<file path="config.mk">
export PLATFORM = sky130hd
export DESIGN_NAME = video_modulator_mult_array
export DESIGN_NICKNAME = d
export VERILOG_FILES = /design/src/rtl/video_modulator_pkg.sv /design/src/rtl/video_modulator_mult_lane.sv /design/src/rtl/video_modulator_mult_array.sv
export SDC_FILE = /design/constraint.sdc
export NUM_CORES = 1
export LEC_CHECK = 0
export CAP_MARGIN = 20
export CORE_UTILIZATION = 25
export CTS_CLUSTER_DIAMETER = 60
export DETAILED_ROUTE_END_ITERATION = 10
export GPL_ROUTABILITY_DRIVEN = 1
export PLACE_DENSITY = 0.4
export SLEW_MARGIN = 20
export SYNTH_ARGS = -nofsm -noshare
export SYNTH_HDL_FRONTEND = slang
export SYNTH_SLANG_ARGS = --single-unit
</file>
<file path="constraint.sdc">
create_clock -name clk -period 4.9 [get_ports clk]
set_clock_uncertainty 0.2 [all_clocks]
set_input_delay 1.225 -clock clk [delete_from_list [all_inputs] [get_ports clk]]
set_output_delay 1.225 -clock clk [all_outputs]
set_load 0.05 [all_outputs]
</file>
<file path="src/rtl/video_modulator_pkg.sv">
// Shared limits and helpers for the video modulator multiplier array.
// The rounding option is selected by VIDEO_MODULATOR_MULT_ROUND_EN in the lane.
package video_modulator_pkg;

  localparam int MAX_CHANNELS   = 8;
  localparam int MAX_LATENCY    = 4;
  localparam int MAX_A_WIDTH    = 25;
  localparam int MAX_B_WIDTH    = 18;
  localparam int MAX_PROD_WIDTH = MAX_A_WIDTH + MAX_B_WIDTH;

  // One spare bit so the round-half-up addition can never overflow.
  typedef logic [MAX_PROD_WIDTH:0] wide_t;

  typedef struct packed {
    logic                      sat;
    logic [MAX_PROD_WIDTH-1:0] value;
  } scaled_t;

  function automatic int prodWidth(input int aWidth, input int bWidth);
    return aWidth + bWidth;
  endfunction

  function automatic scaled_t shiftSaturate(input wide_t full, input int shift,
                                            input int outWidth, input logic roundEn);
    wide_t   sum;
    wide_t   scaled;
    wide_t   maxVal;
    scaled_t res;
    sum = full;
    if (roundEn && (shift > 0)) begin
      sum = full + (wide_t'(1) << (shift - 1));
    end
    scaled = sum >> shift;
    maxVal = (wide_t'(1) << outWidth) - wide_t'(1);
    if (scaled > maxVal) begin
      res.sat   = 1'b1;
      res.value = maxVal[MAX_PROD_WIDTH-1:0];
    end else begin
      res.sat   = 1'b0;
      res.value = scaled[MAX_PROD_WIDTH-1:0];
    end
    return res;
  endfunction

endpackage

</file>
<file path="src/rtl/video_modulator_mult_lane.sv">
// One multiplier lane: registered product, optional rounding, shift and saturate.
// Define VIDEO_MODULATOR_MULT_ROUND_EN to round half-up before the shift.
module video_modulator_mult_lane
  import video_modulator_pkg::*;
#(
  parameter int A_WIDTH   = 8,
  parameter int B_WIDTH   = 8,
  parameter int OUT_WIDTH = 16,
  parameter int OUT_SHIFT = 0,
  parameter int LATENCY   = 2
) (
  input  logic                 clk,
  input  logic                 rst_n,
  input  logic                 i_en,
  input  logic [A_WIDTH-1:0]   i_a,
  input  logic [B_WIDTH-1:0]   i_b,
  output logic [OUT_WIDTH-1:0] o_p,
  output logic                 o_sat
);

  localparam int PW = prodWidth(A_WIDTH, B_WIDTH);

`ifdef VIDEO_MODULATOR_MULT_ROUND_EN
  localparam logic ROUND_EN = 1'b1;
`else
  localparam logic ROUND_EN = 1'b0;
`endif

  logic [PW-1:0]        w_full;
  logic [PW-1:0]        w_lastFull;
  scaled_t              w_scaled;
  logic [OUT_WIDTH-1:0] r_p;
  logic                 r_sat;

  assign w_full = PW'(i_a) * PW'(i_b);

  // Deeper pipelines keep the full-width product in flight; scaling happens last.
  if (LATENCY > 1) begin : gPipe
    logic [PW-1:0] r_full [LATENCY-1];

    always_ff @(posedge clk) begin
      if (!rst_n) begin
        for (int i = 0; i < LATENCY - 1; i++) begin
          r_full[i] <= '0;
        end
      end else if (i_en) begin
        r_full[0] <= w_full;
        for (int i = 1; i < LATENCY - 1; i++) begin
          r_full[i] <= r_full[i-1];
        end
      end
    end

    assign w_lastFull = r_full[LATENCY-2];
  end else begin : gComb
    assign w_lastFull = w_full;
  end

  assign w_scaled = shiftSaturate(wide_t'(w_lastFull), OUT_SHIFT, OUT_WIDTH, ROUND_EN);

  if (OUT_WIDTH < MAX_PROD_WIDTH) begin : gUnused
    logic w_unusedBits;
    assign w_unusedBits = |w_scaled.value[MAX_PROD_WIDTH-1:OUT_WIDTH];
  end

  always_ff @(posedge clk) begin
    if (!rst_n) begin
      r_p   <= '0;
      r_sat <= 1'b0;
    end else if (i_en) begin
      r_p   <= w_scaled.value[OUT_WIDTH-1:0];
      r_sat <= w_scaled.sat;
    end
  end

  assign o_p   = r_p;
  assign o_sat = r_sat;

endmodule

</file>
<file path="src/rtl/video_modulator_mult_array.sv">
// Lock-stepped array of multiplier lanes with a shared valid/ready handshake.
// Rounding is compiled in with VIDEO_MODULATOR_MULT_ROUND_EN (see the lane).
module video_modulator_mult_array
  import video_modulator_pkg::*;
#(
  parameter int CHANNELS  = 2,
  parameter int A_WIDTH   = 8,
  parameter int B_WIDTH   = 8,
  parameter int OUT_WIDTH = 16,
  parameter int OUT_SHIFT = 0,
  parameter int LATENCY   = 2
) (
  input  logic                          clk,
  input  logic                          rst_n,
  input  logic                          in_valid,
  output logic                          in_ready,
  input  logic [CHANNELS*A_WIDTH-1:0]   in_a,
  input  logic [CHANNELS*B_WIDTH-1:0]   in_b,
  output logic                          out_valid,
  input  logic                          out_ready,
  output logic [CHANNELS*OUT_WIDTH-1:0] out_p,
  output logic [CHANNELS-1:0]           out_sat
);

  logic [LATENCY-1:0] r_valid;
  logic               w_advance;

  // The whole pipe moves as one; a held output freezes every stage behind it.
  assign w_advance = !r_valid[LATENCY-1] || out_ready;
  assign in_ready  = w_advance;
  assign out_valid = r_valid[LATENCY-1];

  always_ff @(posedge clk) begin
    if (!rst_n) begin
      r_valid <= '0;
    end else if (w_advance) begin
      r_valid[0] <= in_valid;
      for (int i = 1; i < LATENCY; i++) begin
        r_valid[i] <= r_valid[i-1];
      end
    end
  end

  for (genvar k = 0; k < CHANNELS; k++) begin : gLane
    video_modulator_mult_lane #(
      .A_WIDTH  (A_WIDTH),
      .B_WIDTH  (B_WIDTH),
      .OUT_WIDTH(OUT_WIDTH),
      .OUT_SHIFT(OUT_SHIFT),
      .LATENCY  (LATENCY)
    ) u_lane (
      .clk  (clk),
      .rst_n(rst_n),
      .i_en (w_advance),
      .i_a  (in_a[k*A_WIDTH +: A_WIDTH]),
      .i_b  (in_b[k*B_WIDTH +: B_WIDTH]),
      .o_p  (out_p[k*OUT_WIDTH +: OUT_WIDTH]),
      .o_sat(out_sat[k])
    );
  end

endmodule

</file>
==> impl_results.md, run 1 <==
- Status: finished, final reports clean
- Die area: roughly 27000 sq um
- Main synth FF type: dfxtp_1
- Worst reg2reg path endpoint: gLane[1].u_lane.gPipe.r_full[0][12]$_SDFFCE_PN0P_
- WP data required: 4.75 ns
- Cell Pwr Density: 411 nW/um^2
- Vias per Instance: roughly 4.3
- Max-cap violations: 0
- CP bufs+invs: 4
- Core area: approximately 26000 sq um
- Vias in the first global route: ~5400
- Mapped Avg Cell Area: 9.35 sq um
- Fmax: approximately 0.21 GHz
- Tmin final: 4.85 ns
- Slew Limit Fails: 0
- Element type at the critical path end: flop
- CP delay by family, top: adder cells
- Pre-CTS WS: -0.901 ns
- CTS root buf: clkbuf_16
- First-pass iteration count of the detailed router: 4
- Reg2reg path depth: 6
- Overall Power: 3.70 mW
- Clock latency on the worst-skew pair: ~0.33 ns
- Post-Syn Area: 6640 sq um
- GRT Residual Overflow: 0
- Slowest CP cell: fa_1
- Global-route wire length before repair: between 20 and 30 mm
- RSZ-0062 raised after global routing: yes
- Hold Path Sink: r_valid[0]$_SDFFE_PN0P_
- Sequential fraction of the synthesis area: roughly 25%
- Post-Route WL: between 15 and 20 mm
- Starting DRT DRC Count: roughly 190
- CP max stage delay: ~0.53 ns
- Async SR Flop Fraction: 0%
- Hold buffer count at cts: 0
- Initial Util: about a quarter
- Post-DR wirelength/cell: ~13 um
- CTS tree: done
- Vias: around 5200
- Min-delay worst type: reg -> reg
- Crit Path Class: in -> reg
- Seq. cell area: roughly 1600 sq um
- DP Area: about 8500 sq um
- GP Congestion: 0.764
- Std-Cell Rows: 59
- Hold path depth: 2
- Pin count of the biggest net entering global routing: 43
- ANT cells: 0
- Clock Pin Slew Worst Setup and Hold Paths: approximately 0.06 ns
- Critical path depth: 15
- Initial antenna violation count: 0
- Slew Limit Headroom: roughly 44%
- VDD IR max: approximately 150 uV
- Crit Reg-Reg Startpoint: r_valid[1]$_SDFFE_PN0P_
- Final setup fails: 0
- Netlist cell types: 53
- P&R area growth vs syn: 35.6%
- Final hold viol count: 0
- CTS max path bufs: 2
- HPWL after DPL: 13.1 mm
- # IOs: just over 70
- Die Height: between 150 and 200 um
- Drc violations: 0
- Multi-input gate area: between 4000 and 5000 sq um
- Finished Core Util: between 30% and 40%
- Final instance area: roughly 9000 sq um
- GRT Total Usage: 12.4%
- Tightest Pin Transition: between 0.8 and 0.9 ns
- Setup slack, reg-to-reg: roughly 2.6 ns
- CP max FO: 7
- Setup WS post-layout: 0.0457 ns
- H-Tree Depth: 3
- Hold WS: 0.262 ns
- Horiz. Die Dim: ~160 um
- Worst-path cell chain: buf_12 > and2_4 > fa_1 > inv_1 > fa_1 > fa_1 > fa_1 > inv_2 > ha_4 > o21a_1 > o31ai_4 > a211oi_2 > buf_4 > o21a_1 > nor3_2
- HP Start: r_valid[0]$_SDFFE_PN0P_
- Fin crit share: a little under 100%
- Final ANT Viol Nets: 0
- EDFF count, synth: 32
- CP Launch Type: input port
- Final net count: ~1000
- Leak: approximately 4.2 nW
- Cts bufs inserted: 9
- Post-synthesis register bit count: between 60 and 70
- Arrival time worst endpoint: around 4.7 ns
- Clock sink total: 66
- Share of cells above drive strength 1: approximately 26%
- Port bufs: between 60 and 70
- CP dominant cell by count: fa_1
- Synth warn: 0
- Mapped Cells: just over 700
- Filler cells: around 2700
[cells in the final DEF (no fill, tap or decap), types with 13 or more instances in the layout]
cell	count
dfxtp_1	34
buf_6	13
ha_1	61
nor2_1	17
and2_4	18
a21boi_0	34
fa_1	66
inv_2	14
clkdlybuf4s50_1	37
and2_1	83
edfxtp_1	32
buf_4	97
nand2_1	106
inv_1	84
[per-layer routing]
| metal | vias to the layer above | share of wire (%) | routed length (um) | GRT usage, % |
|---|---|---|---|---|
| met5 | - | 0 | 0 | 0 |
| met4 | 0 | 0.65 | 103 | 2.50 |
| met3 | 7 | 2.7 | 433 | 1.38 |
| met2 | 60 | 43 | 6790 | 19.3 |
| met1 | 2468 | 54 | 8550 | 18.4 |
| li1 | 2620 | - | - | - |
[final cells by class]
| cell class | count | area share, % |
|---|---|---|
| clock buffer | 9 | 2.50 |
| clock inverter | 7 | 0.681 |
| inverter | 99 | 4.14 |
| multi-input combinational | 529 | 54.1 |
| sequential | 66 | 18.2 |
| tap | 335 | 4.65 |
| timing repair buffer | 164 | 15.7 |
[how the worst max path moves through the flow]
stage	start	slack, ns	endpoint
floorplan	in_a[13]	-0.05	gLane[1].u_lane.gPipe.r_full[0][15]$_SDFFCE_PN0P_
global placement	in_a[3]	-0.91	gLane[0].u_lane.gPipe.r_full[0][11]$_SDFFCE_PN0P_
detailed placement	in_a[3]	-0.90	gLane[0].u_lane.gPipe.r_full[0][11]$_SDFFCE_PN0P_
CTS	in_a[5]	0.001	gLane[0].u_lane.gPipe.r_full[0][15]$_SDFFCE_PN0P_
global route	in_a[11]	-0.13	gLane[1].u_lane.gPipe.r_full[0][13]$_SDFFCE_PN0P_
finish	in_a[11]	0.05	gLane[1].u_lane.gPipe.r_full[0][11]$_SDFFCE_PN0P_
[kinds of logic after synthesis]
| family | count (synthesis) | share of synthesized area [%] |
|---|---|---|
| compound gates | 99 | 10.5 |
| xor+xnor | 4 | 0.528 |
| fa+ha+maj | 144 | 35.3 |
| buf+inv | 116 | 6.88 |
| flops | 66 | 24.7 |
| mux | 6 | 0.924 |
| other cells | 1 | 0.0565 |
| simple gates | 274 | 21.1 |
[repair_timing]
item	4_1_cts	5_1_grt
resized for setup	142	101
endpoints found under the setup margin	19	15
cloned	0	0
pin swaps	31	56
setup buffers	1	4
[where the power goes]
group / internal (mW) / switching, mW / total (mW)
Sequential: 0.733 / 0.0526 / 0.786
Clock: 0.351 / 0.258 / 0.608
Combinational: 1.12 / 1.19 / 2.31
[flip-flops by register name (all words and copies together) (netlist names)]
name,cells
r_valid,2
gLane.u_lane.o_p,32
gLane.u_lane.gPipe.r_full,32
[cell usage after synthesis (15+ instances only)]
master	instances	share of area, %
nand2_1	111	6.3
a21oi_1	15	1.1
and2_1	101	9.5
fa_1	72	22
inv_1	98	5.5
nor2_1	18	1.0
o21ai_0	15	1.1
a21boi_0	34	3.8
edfxtp_1	32	14
dfxtp_1	34	10
ha_1	72	14
[per-stage QoR]
step,TNS (ns),cells
detailed placement,-14.90,1188
finish,0,1209
CTS,0,1205
global placement,-14.35,1188
global route,-0.512,1209
floorplan,-0.0470,711
[worst register-to-register path: cells and delay by family (launching register included)]
family	cells	cell delay, ns
AOI/OAI and AO/OA	1	0.11
DFF	1	0.31
and+or+nand+nor	3	1.07
buffers and inverters	1	0.20
muxes	1	0.31
(Power assumes the default switching activity.)
==> run 2, diff against run 1 <==
--- a/config.mk
+++ b/config.mk
@@ -5,12 +5,12 @@
 export SDC_FILE = /design/constraint.sdc
 export NUM_CORES = 1
 export LEC_CHECK = 0
-export CAP_MARGIN = 20
+export CAP_MARGIN = 25
 export CORE_UTILIZATION = 25
 export CTS_CLUSTER_DIAMETER = 60
 export DETAILED_ROUTE_END_ITERATION = 10
 export GPL_ROUTABILITY_DRIVEN = 1
-export PLACE_DENSITY = 0.4
+export PLACE_DENSITY = 0.39
 export SLEW_MARGIN = 20
 export SYNTH_ARGS = -nofsm -noshare
 export SYNTH_HDL_FRONTEND = slang
==> constraint.sdc (replaced) <==
create_clock -name clk -period 4.6 [get_ports clk]
set_clock_uncertainty 0.2 [all_clocks]
set_input_delay 1.15 -clock clk [delete_from_list [all_inputs] [get_ports clk]]
set_output_delay 1.15 -clock clk [all_outputs]
set_load 0.05 [all_outputs]
==> run 2 against run 1 <==
  * The run now ends with negative setup slack left
  * Global-route usage about the same
  * Cell count rose by 1.3%
  * Wire length fell by 0.18%
  * Clock-buffer cell count stayed put
  * Register-to-register slack got worse by 0.26 ns
  * Largest cell class unchanged
==> impl_results.md, run 2 (synthesis results as in run 1) <==
- GP Congestion: 0.800 (+4.8%)
- Failing checks: negative setup slack
- Tightest Pin Transition: 0.797 ns (-0.0380 ns)
- Std-Cell Rows: 59 (unchanged)
- CP Launch Type: input port
- Cts bufs inserted: 9 (unchanged)
- Pin count of the biggest net entering global routing: 43 (unchanged)
- # IOs: 72 (unchanged)
- Final net count: 1065 (+1.5%)
- Vias in the first global route: 5522 (+1.9%)
- WP data required: 4.46 ns (-0.29 ns)
- Post-Route WL: 15.9 mm (-0.18%)
- Final setup fails: 10 (+10)
- Final hold viol count: 0 (unchanged)
- Die area: 27200 sq um (unchanged)
- Drc violations: 0 (unchanged)
- Clock sink total: 66 (unchanged)
- Slew Limit Headroom: 46.9% (+2.5 points)
- Fmax: roughly 0.21 GHz
- Initial antenna violation count: 0 (unchanged)
- Initial Util: 25.5% (unchanged)
- Crit Path Class: in -> reg
- CP max stage delay: 0.52 ns (about the same)
- Clock Pin Slew Worst Setup and Hold Paths: 0.06 ns (about the same)
- Vias: 5187 (+0.62%)
- RSZ-0062 raised after global routing: yes
- First-pass iteration count of the detailed router: 4 (unchanged)
- Post-DR wirelength/cell: 12.9 um (-1.5%)
- CTS max path bufs: 2 (unchanged)
- Slowest CP cell: fa_1
- Fin crit share: 105%
- Tmin final: slightly below 5 ns
- Worst-path cell chain: buf_12 > buf_12 > and2_4 > fa_2 > fa_1 > inv_2 > fa_1 > fa_1 > inv_2 > ha_4 > o21a_1 > o31a_1 > buf_6 > o31ai_4 > a21oi_2 > mux2i_2
- Final ANT Viol Nets: 0 (unchanged)
- CTS tree: done
- Min-delay worst type: reg -> reg
- Status: finished with violations
- Global-route wire length before repair: 27.0 mm (-0.35%)
- Core area: 26100 sq um (unchanged)
- Share of cells above drive strength 1: 29.0% (+3.0 points)
- Starting DRT DRC Count: 162 (-15%)
- H-Tree Depth: 3 (unchanged)
- Vias per Instance: 4.23 (-0.69%)
- Leak: 4.28 nW (+2.7%)
- Filler cells: 2691 (-1.3%)
- GRT Total Usage: 12.4% (-0.041 points)
- CP max FO: 4 (-3)
- VDD IR max: 200 uV (+33%)
- Port bufs: 69 (unchanged)
- ANT cells: 0 (unchanged)
- Max-cap violations: 0 (unchanged)
- Pre-CTS WS: -1.12 ns (-0.221 ns)
- Setup WS post-layout: -0.215 ns (-0.261 ns)
- Clock latency on the worst-skew pair: 0.33 ns (about the same)
- Horiz. Die Dim: 165 um (unchanged)
- Finished Core Util: 35.6% (+1.0 points)
- Slew Limit Fails: 0 (unchanged)
- Most frequent cells in the layout: buf_4, nand2_1, inv_1, and2_1, fa_1
- CTS root buf: clkbuf_16
- P&R area growth vs syn: 39.7%
- Die Height: 165 um (unchanged)
- Cell Pwr Density: 454 nW/um^2 (+10%)
- Commonest non-fill, non-tap cell in the layout: buf_4
- GRT Residual Overflow: 0 (unchanged)
- Arrival time worst endpoint: 4.68 ns (-0.03 ns)
- HPWL after DPL: 13.3 mm (+1.8%)
- Element type at the critical path end: flop
- CP dominant cell by count: fa_1
-- run 2: final cells by class --
| type | instances | area (sq um) | share of cell area (%) |
|---|---|---|---|
| multi-input cells | 529 | 4950 | 53.4 |
| flip-flops and latches | 66 | 1640 | 17.7 |
| repair buffers | 180 | 1570 | 16.9 |
| well taps | 335 | 419 | 4.52 |
| inverters | 99 | 373 | 4.02 |
| clock buffers | 9 | 225 | 2.43 |
| clock inverters | 7 | 98.8 | 1.07 |
-- run 2: final timing paths --
kind	startpoint	endpoint	slack, ns	depth (start not counted)
max reg2reg	r_valid[1]$_SDFFE_PN0P_	gLane[1].u_lane.gPipe.r_full[0][15]$_SDFFCE_PN0P_	2.29	6
min reg2reg	gLane[0].u_lane.o_p[10]$_SDFFE_PN0P_	gLane[0].u_lane.o_p[10]$_SDFFE_PN0P_	0.26	2
min	gLane[0].u_lane.o_p[10]$_SDFFE_PN0P_	gLane[0].u_lane.o_p[10]$_SDFFE_PN0P_	0.26	2
max	in_a[2]	gLane[0].u_lane.gPipe.r_full[0][11]$_SDFFCE_PN0P_	-0.22	16
-- run 2: critical path: cells and delay by family --
family | cells | cell delay [ns]
buffers and inverters | 5 | 0.46
AO/OA/AOI/OAI | 4 | 0.71
adder cells (fa/ha/maj) | 5 | 2.05
AND/OR/NAND/NOR | 1 | 0.13
multiplexers | 1 | 0.17
-- run 2: metal layers --
metal / track usage, % / routed length, um
met5: 0 / 0
met4: 3.29 / 174
met3: 1.21 / 465
met2: 18.8 / 6700
met1: 18.5 / 8510
-- run 2: metrics by stage --
step / hold WS, ns / cell area (sq um) / TNS, ns / instances / total power [mW]
global route: 0.290 / 9280 / -3.09 / 1225 / 4.57
finish: 0.261 / 9280 / -1.35 / 1225 / 4.21
CTS: 0.268 / 9090 / -2.11 / 1221 / 4.10
detailed placement: 0.255 / 8540 / -19.51 / 1196 / 3.10
global placement: 0.251 / 8540 / -19.32 / 1196 / 3.11
floorplan: 0.241 / 6780 / -1.67 / 711 / 2.26
-- run 2: power breakdown --
group	leakage [nW]	internal, mW	switching (mW)
clock network	0.161	0.480	0.265
logic	3.47	1.29	1.34
registers	0.649	0.781	0.0531
total	4.28	2.55	1.66
-- run 2: timing repair --
action,in CTS,in global routing
buffers inserted,9,7
hold buffers,0,0
setup endpoints to repair,22,17
resized for setup,200,54
pin swaps,58,69
cloned,0,0
